`src/rtl/core_pkg.sv`:
```
// Shared widths, execute payload type and the operand bypass select used by the operand-fetch stage.
// Pure definitions: no state and no latency of its own.
package core_pkg;

  localparam int XLEN       = 32;
  localparam int REG_ADDR_W = 5;
  localparam int NUM_REGS   = 1 << REG_ADDR_W;

  typedef struct packed {
    logic [XLEN-1:0]       pc;
    logic [XLEN-1:0]       rs1_data;
    logic [XLEN-1:0]       rs2_data;
    logic [REG_ADDR_W-1:0] rd_addr;
  } ex_payload_t;

  // x0 reads as zero; a same-cycle writeback beats the register file, whose write lands next edge
  function automatic logic [XLEN-1:0] sel_operand(
    input logic [REG_ADDR_W-1:0] addr,
    input logic                  wb_vld,
    input logic [REG_ADDR_W-1:0] wb_addr,
    input logic [XLEN-1:0]       wb_dat,
    input logic [XLEN-1:0]       rf_dat
  );
    if (addr == '0)                   return '0;
    else if (wb_vld && wb_addr == addr) return wb_dat;
    else                              return rf_dat;
  endfunction

endpackage

```
`src/rtl/operand_scoreboard.sv`:
```
// One pending bit per register: set on issue, cleared on writeback (set wins), flushed to zero.
// Pending updates on the next edge; eff_pending and busy carry no stall of their own.
module operand_scoreboard
  import core_pkg::*;
(
  input  logic                  clk_i,
  input  logic                  rst_ni,
  input  logic                  flush_i,
  input  logic                  set_vld,
  input  logic [REG_ADDR_W-1:0] set_addr,
  input  logic                  clr_vld,
  input  logic [REG_ADDR_W-1:0] clr_addr,
  output logic [NUM_REGS-1:0]   eff_pending,
  output logic                  busy
);

  localparam logic [NUM_REGS-1:0] WRITABLE = {{(NUM_REGS-1){1'b1}}, 1'b0};

  logic [NUM_REGS-1:0] pending_q;
  logic [NUM_REGS-1:0] set_mask;
  logic [NUM_REGS-1:0] clr_mask;

  always_comb begin
    set_mask = '0;
    clr_mask = '0;
    if (set_vld) set_mask[set_addr] = 1'b1;
    if (clr_vld) clr_mask[clr_addr] = 1'b1;
  end

  // the writeback in flight this cycle no longer blocks anyone
  assign eff_pending = pending_q & ~clr_mask;
  assign busy        = |pending_q;

  always_ff @(posedge clk_i or negedge rst_ni) begin
    if (!rst_ni) begin
      pending_q <= '0;
    end else if (flush_i) begin
      pending_q <= '0;
    end else begin
      pending_q <= ((pending_q & ~clr_mask) | set_mask) & WRITABLE;
    end
  end

endmodule

```
`src/rtl/operand_fetch.sv`:
```
// Operand fetch: scoreboard hazard stall, writeback bypass, registered hand-off to execute.
// One cycle accept-to-ex_valid_o; id_ready_o drops on hazard, flush or a stalled full output register.
module operand_fetch
  import core_pkg::*;
(
  input  logic                  clk_i,
  input  logic                  rst_ni,
  input  logic                  flush_i,
  input  logic                  id_valid_i,
  output logic                  id_ready_o,
  input  logic [XLEN-1:0]       id_pc_i,
  input  logic [REG_ADDR_W-1:0] id_rs1_addr_i,
  input  logic [REG_ADDR_W-1:0] id_rs2_addr_i,
  input  logic                  id_uses_rs1_i,
  input  logic                  id_uses_rs2_i,
  input  logic [REG_ADDR_W-1:0] id_rd_addr_i,
  output logic [REG_ADDR_W-1:0] rs1_addr_o,
  output logic [REG_ADDR_W-1:0] rs2_addr_o,
  input  logic [XLEN-1:0]       rs1_rdata_i,
  input  logic [XLEN-1:0]       rs2_rdata_i,
  input  logic                  wb_valid_i,
  input  logic [REG_ADDR_W-1:0] wb_rd_addr_i,
  input  logic [XLEN-1:0]       wb_data_i,
  output logic                  ex_valid_o,
  input  logic                  ex_ready_i,
  output logic [XLEN-1:0]       ex_pc_o,
  output logic [XLEN-1:0]       ex_rs1_data_o,
  output logic [XLEN-1:0]       ex_rs2_data_o,
  output logic [REG_ADDR_W-1:0] ex_rd_addr_o,
  output logic                  busy_o
);

  logic [NUM_REGS-1:0] eff_pending;
  logic                hazard;
  logic                accept;
  logic                ex_valid_q;
  ex_payload_t         ex_q;
  ex_payload_t         ex_d;

  assign rs1_addr_o = id_rs1_addr_i;
  assign rs2_addr_o = id_rs2_addr_i;

  // rd check covers WAW: an older write to the same register must retire first
  assign hazard = (id_uses_rs1_i && id_rs1_addr_i != '0 && eff_pending[id_rs1_addr_i])
               || (id_uses_rs2_i && id_rs2_addr_i != '0 && eff_pending[id_rs2_addr_i])
               || (id_rd_addr_i != '0 && eff_pending[id_rd_addr_i]);

  assign id_ready_o = !flush_i && !hazard && (!ex_valid_q || ex_ready_i);
  assign accept     = id_valid_i && id_ready_o;

  operand_scoreboard u_scoreboard (
    .clk_i       (clk_i),
    .rst_ni      (rst_ni),
    .flush_i     (flush_i),
    .set_vld     (accept && id_rd_addr_i != '0),
    .set_addr    (id_rd_addr_i),
    .clr_vld     (wb_valid_i),
    .clr_addr    (wb_rd_addr_i),
    .eff_pending (eff_pending),
    .busy        (busy_o)
  );

  always_comb begin
    ex_d.pc       = id_pc_i;
    ex_d.rs1_data = sel_operand(id_rs1_addr_i, wb_valid_i, wb_rd_addr_i, wb_data_i, rs1_rdata_i);
    ex_d.rs2_data = sel_operand(id_rs2_addr_i, wb_valid_i, wb_rd_addr_i, wb_data_i, rs2_rdata_i);
    ex_d.rd_addr  = id_rd_addr_i;
  end

  always_ff @(posedge clk_i or negedge rst_ni) begin
    if (!rst_ni) begin
      ex_valid_q <= 1'b0;
      ex_q       <= '0;
    end else if (flush_i) begin
      ex_valid_q <= 1'b0;
    end else if (accept) begin
      ex_valid_q <= 1'b1;
      ex_q       <= ex_d;
    end else if (ex_ready_i) begin
      ex_valid_q <= 1'b0;
    end
  end

  assign ex_valid_o    = ex_valid_q;
  assign ex_pc_o       = ex_q.pc;
  assign ex_rs1_data_o = ex_q.rs1_data;
  assign ex_rs2_data_o = ex_q.rs2_data;
  assign ex_rd_addr_o  = ex_q.rd_addr;

endmodule

```
`config.mk`:
```
export PLATFORM = sky130hd
export DESIGN_NAME = operand_fetch
export DESIGN_NICKNAME = d
export VERILOG_FILES = /design/src/rtl/core_pkg.sv /design/src/rtl/operand_scoreboard.sv /design/src/rtl/operand_fetch.sv
export SDC_FILE = /design/constraint.sdc
export NUM_CORES = 1
export LEC_CHECK = 0
export ABC_AREA = 1
export CORE_ASPECT_RATIO = 1.5
export CORE_MARGIN = 5
export CORE_UTILIZATION = 48
export CTS_CLUSTER_SIZE = 14
export DETAILED_ROUTE_END_ITERATION = 16
export PLACE_DENSITY = 0.92
export RECOVER_POWER = 100
export SLEW_MARGIN = 20
export SYNTH_ARGS = -nofsm -noshare
export SYNTH_HDL_FRONTEND = slang
export SYNTH_HIERARCHICAL = 1
export SYNTH_SLANG_ARGS = --single-unit
export TNS_END_PERCENT = 50
```
`constraint.sdc`:
```
create_clock -name clk_i -period 3.1 [get_ports clk_i]
set_input_delay 0.31 -clock clk_i [delete_from_list [all_inputs] [get_ports clk_i]]
set_output_delay 0.31 -clock clk_i [all_outputs]
set_load 0.01 [all_outputs]
```
# Word-level counts from Yosys, hierarchy flattened
# Index checks and enable logic that the tools add are counted.
# word_totals
word_cells,65
rom_bits,0
ff_bits,134
latch_bits,0
inputBits,156
output_inout_bits,114
n_memories,0
ram_bits,0
# op_classes
multipliers,0
addsub,0
n_div,0
eq_ne,2
bitwise_logic,4
shift,0
reduce_logical,27
n_lt_le_gt_ge,6
mux,20
# ops
operator,n
two-way mux 32 bit,7
bitwise AND 32 bit,1
inverter 32 bit,1
bitwise OR 32 bit,1
OR reduction 32 bit,1
"less-than comparator 5 x 6 -> 1 bit, second input constant",4
binary-select mux 1 bit (select 5 bit),3
nonzero test 5 bit,3
logical AND 1 bit,13
demux 1 bit (select 5 bit),2
equality test 5 bit,2
"greater-or-equal comparator 5 x 1 -> 1 bit, second input constant",2
zero test 5 bit,2
two-way mux 1 bit,8
zero test 1 bit,3
logical OR 1 bit,3
nonzero test 3 bit,1
AND reduction 2 bit,1
inverter 1 bit,1

# Longest topological paths before layout
# logic_depth
word_depth,20
depth_mapped,23
mapped_depth_nobuf,21

# By module
# The synthesis kept the hierarchy.
# modules_own_cells
module,instances,seq_area_each_um2,area_each_um2,cells_each
operand_fetch,1,2552.4,6794.0,962
operand_scoreboard,1,775.7,1752.9,256

# Worst setup path after synthesis
# OpenSTA, ideal clock, no wires.
# synth_timing
path_kind,input to register
startpoint,input wb_rd_addr_i[0]
endpoint,register u_scoreboard.pending_q[12]
setup_ps,78
n_path_buf,2
stages,23
setup_slack_ps,490
t_required_ps,3022
arrival_time_ps,2532
cell_sequence,inv_1 nand2_1 nor2_1 nand2_1 nand2_1 inv_1 nand2_1 nand3_1 nand3_1 nand2_1 nor2_1 nand2_1 nand3_1 nand2_1 nor2_4 nand3_2 buf_6 buf_6 nor2_1 inv_1 nor3_2 nand2_1 a21oi_1
# synth_between
elab_chain_cells,20
word_cells_on_any_way,27
classes_between,2 x order compare; 11 x mux; 3 x bitwise; 11 x reduce/logical
# synth_lines
item,line_no,text
"start, declared",operand_fetch.sv:22,"input logic [REG_ADDR_W-1:0] wb_rd_addr_i,"
less-than comparator 5 x 6 -> 1 bit (not written as such) / greater-or-equal comparator 5 x 1 -> 1 bit (equally long branches),operand_scoreboard.sv:27,if (clr_vld) clr_mask[clr_addr] = 1'b1;
logical AND 1 bit (not written as such),operand_scoreboard.sv:27,
two-way mux 1 bit (not written as such),operand_scoreboard.sv:27,
demux 1 bit (select 5 bit) (*),--,
two-way mux 32 bit (*),operand_scoreboard.sv:27,
inverter 32 bit (*),operand_scoreboard.sv:31,assign eff_pending = pending_q & ~clr_mask;
bitwise AND 32 bit (*),operand_scoreboard.sv:31,
named net eff_pending[20],operand_fetch.sv:33,logic [NUM_REGS-1:0] eff_pending;
[4 not listed],--,
logical OR 1 bit (*),operand_fetch.sv:46,|| (id_rd_addr_i != '0 && eff_pending[id_rd_addr_i]);
zero test 1 bit (*),operand_fetch.sv:48,assign id_ready_o = !flush_i && !hazard && (!ex_valid_q || ex_ready_i);
logical AND 1 bit (*) (2 in a row),operand_fetch.sv:48,
logical AND 1 bit (*),operand_fetch.sv:49,assign accept = id_valid_i && id_ready_o;
logical AND 1 bit (*),operand_fetch.sv:55,".set_vld (accept && id_rd_addr_i != '0),"
two-way mux 32 bit (*),operand_scoreboard.sv:26,if (set_vld) set_mask[set_addr] = 1'b1;
bitwise OR 32 bit (*),operand_scoreboard.sv:40,pending_q <= ((pending_q & ~clr_mask) | set_mask) & WRITABLE;
two-way mux 32 bit (*),operand_scoreboard.sv:37,end else if (flush_i) begin
"end signal, assigned",operand_scoreboard.sv:40,
"end, declared",operand_scoreboard.sv:19,logic [NUM_REGS-1:0] pending_q;
# Mark *: on every way through the listed nets, which the timed path passes. The rest lies on a longest branch. The select of a mux whose other input is x is not followed.
# A chain may end at the register's enable or synchronous reset.

# Final worst setup path
# layout_timing
startpoint,input wb_rd_addr_i[4]
endpoint,output id_ready_o
# layout_between
elab_chain_cells,15
word_cells_on_any_way,22
classes_between,2 x order compare; 9 x mux; 2 x bitwise; 9 x reduce/logical
# layout_lines
item,line_no,text
less-than comparator 5 x 6 -> 1 bit (not written as such) / greater-or-equal comparator 5 x 1 -> 1 bit (equally long branches),operand_scoreboard.sv:27,
logical AND 1 bit (not written as such),operand_scoreboard.sv:27,
two-way mux 1 bit (not written as such),operand_scoreboard.sv:27,
demux 1 bit (select 5 bit) (*),--,
two-way mux 32 bit (*),operand_scoreboard.sv:27,
inverter 32 bit (*),operand_scoreboard.sv:31,
bitwise AND 32 bit (*),operand_scoreboard.sv:31,
named net eff_pending[11],operand_fetch.sv:33,
binary-select mux 1 bit (select 5 bit) (on tied branches),"operand_fetch.sv:44, operand_fetch.sv:45",
two-way mux 1 bit (on tied branches),"operand_fetch.sv:44, operand_fetch.sv:45",
logical AND 1 bit (on tied branches),"operand_fetch.sv:44, operand_fetch.sv:45",
logical OR 1 bit,operand_fetch.sv:45,|| (id_uses_rs2_i && id_rs2_addr_i != '0 && eff_pending[id_rs2_addr_i])
logical OR 1 bit (*),operand_fetch.sv:46,
zero test 1 bit (*),operand_fetch.sv:48,
logical AND 1 bit (*) (2 in a row),operand_fetch.sv:48,
"end, declared",operand_fetch.sv:10,"output logic id_ready_o,"
# Marks and branches as above.

==> metrics.cfg <==
[cts]
cts_buffer_depth = 2
postCtsSetupBuffers = 0
numCtsBuffers = 17
cts_tree = yes
h-tree-depth = 4
clk_latency_ns = 0.44
cts_root_buffer = clkbuf_16
clock-sinks = 133
clk_pin_slew_ns = 0.07

[worst_setup_path]
worst-setup-path-type = primary input to output port
cp_common_cell = nand2_1
critPathCaptureType = output port
crit_required_ns = 2.79
path_depth = 18
crit_buf_inv = 6
crit_path_cell_trace = clkdlybuf4s50_1 -> inv_1 -> nand2_1 -> nor2_2 -> nand2_1 -> nand2_1 -> inv_1 -> buf_4 -> a21oi_1 -> o21ai_0 -> nand3_1 -> nand2_1 -> nand2_1 -> nand3_1 -> nand3_4 -> buf_4 -> and2_4 -> clkbuf_2
cp_slowest_cell = clkdlybuf4s50_1
slowest_delay_ns = 0.46
r2r-start = u_scoreboard/pending_q[17]
cpLargestDelayFamily = simple AND/OR/NAND/NOR gates
path_max_fanout = 4
crit_path_start_kind = primary input
crit_arrival_ns = 2.65
rr_worst_depth = 18
worstReg2RegEnd = u_scoreboard/pending_q[30]
timing.reg2reg.setup_slack_ns = 0.59

[min_path]
worstHoldPathCells = 3
holdCritPathClass = primary input to flop
whs_endpoint = ex_pc_o[4]
hold_start = id_pc_i[4]

[synth]
syn_nets = 1374
ys_async_sr_fraction = 1.00
synth_top_area_cell = dfrtp_1
synth.most_common_cell = nand2_1
ys.flop_type = dfrtp_1
synth_cell_types = 27
yosysTopAreaCellShare = 0.389
netlist_top_cells_area = dfrtp_1 39%, nand2_1 20%, nand4_1 12%
seq_area_frac_synth = 0.389
syn_area_um2 = 8550
ys_ff_latch = 133
postSynthCellCount = 1218
ys_warn_count = 6
synth_common_cells = 454 x nand2_1, 169 x nand4_1, 133 x dfrtp_1
syn_area_per_cell_um2 = 7.02
synth-edff-count = 0

[detailed_routing]
drtIter0Drc = 1002
wl_per_cell_um = 19.9
wl_um = 34100
drc = 0
vias = 10188
dr.pass1.iters = 7
vias_per_cell = 5.96
antenna_left = 0

[global_routing]
gr-total-overflow = 0
first_global_vias = 10331
grt_max_degree = 102
antenna_found_initial = 1
grt_pass1_wl_um = 52900
use_met1 = 0.346
grt_usage = 0.321
grt_use_met2 = 0.559
grt_busiest_layer = met2
use_met3 = 0.0695

[layout]
nets = 1638
area_growth_pct = 45.2
finish.instance_area_um2 = 12400
drive_gt1_frac = 0.112
utilization = 0.712
final_cells = 1708
diodes = 0

[sta]
setup_ws_ns = 0.135
drv_slew = 71
post-route-period-util = 0.956
slew_headroom = -0.222
setup_violations = 0
tns_ns = 0
skew_ns = 0.0166
hold_violations = 0
fmax_ghz = 0.337
worstMarginPinSlew_ns = 1.83
period_needed_ns = 2.96
rsz0062_at_grt = false

[placement]
dp_hpwl_um = 24600
gp_congestion = 1.01
portBuffers = 269
post_dp_cell_area_um2 = 11700
dp_cells = 1675
place_ws_ns = -0.539

[run_status]
violations = max-capacitance violations, max-slew violations
status = finished with violations

[power_and_ir_drop]
power_leakage_nw = 6.15
power.density_nw_per_um2 = 522
ir_drop_mv = 0.378

[die]
fp.dieH_um = 173
fp.dieArea_um2 = 20600
core_um2 = 17400
initial_core_util = 0.491
io_pins = 270
row_count = 59
die_x_um = 119

[run]
cap_viol_max_count = 1

## report_power, final
part / total (W) / switching, W / internal (W)
Combinational: 0.00203 / 0.00109 / 0.000940
Clock: 0.00216 / 0.000839 / 0.00133
Sequential: 0.00229 / 0.000200 / 0.00209
Total: 0.00648 / 0.00213 / 0.00435
## state kept, by name, indices dropped and copies added, names as in the netlist
signal and count:
ex_pc_o 32, ex_rd_addr_o 5, ex_rs1_data_o 32, ex_rs2_data_o 32, ex_valid_o 1, u_scoreboard/pending_q 31
## worst max path at each step
| stage | startpoint | end | slack (ns) |
|---|---|---|---|
| finish | wb_rd_addr_i[4] | id_ready_o | 0.14 |
| global route | wb_rd_addr_i[3] | id_ready_o | 0.004 |
| CTS | wb_rd_addr_i[0] | id_ready_o | -0.11 |
| detailed placement | wb_valid_i | id_ready_o | -0.54 |
| global placement | wb_valid_i | id_ready_o | -0.54 |
| floorplan | wb_rd_addr_i[0] | u_scoreboard/pending_q[12] | 0.49 |
## tightest hold or removal path, stage by stage
cell,delay [ns]
clkdlybuf4s50_1,0.40
nand4_1,0.08
nand2_1,0.05
## logic make-up after synthesis
kind of cell	synth area share
AOI/OAI and AO/OA	0.105
xor gates and xnor gates	0.00410
buffers and inverters	0.103
DFF	0.389
other	0.000439
and+or+nand+nor	0.397
## final cells by class
type / instances / area (µm²)
Multi-Input combinational cell: 896 / 4480
Tap cell: 213 / 267
Sequential cell: 133 / 3330
Inverter: 88 / 333
Fill cell: 1334 / 5010
Clock buffer: 20 / 457
Clock inverter: 12 / 166
Timing Repair Buffer: 346 / 3380
## placed cells by master, fill, tap and decap left out, types with 16 or more instances in the layout
cell,count
nand3_1,57
nand2_1,447
a21oi_1,44
o21ai_0,16
inv_1,74
dfrtp_1,133
buf_4,66
nand4_1,169
clkdlybuf4s50_1,149
a21boi_0,17
nor2_1,34
dlygate4sd3_1,114
clkbuf_16,17
a21boi_1,47
## what timing repair did
| item | 4_1_cts | 5_1_grt |
|---|---|---|
| setup endpoints to repair | 62 | 107 |
| resized for setup | 10 | 40 |
| pin swaps | 0 | 6 |
| hold buffers | 1 | 0 |
| hold endpoints to repair | 70 | 0 |
## metrics by stage
stage               hold slack [ns]  power [W]
global placement              0.366    0.00440
floorplan                    0.0144    0.00312
detailed placement            0.368    0.00444
finish                        0.431    0.00648
global route                  0.459    0.00675
CTS                           0.441    0.00662
## metal layers
metal / wire, µm / vias to the layer above / share of wire
li1: - / 4600 / -
met1: 11600 / 4726 / 0.34
met2: 17000 / 678 / 0.50
met3: 2830 / 182 / 0.083
met4: 2590 / 2 / 0.076
met5: 11 / - / 0.00032
No activity file was read; power rests on OpenSTA's default activity.
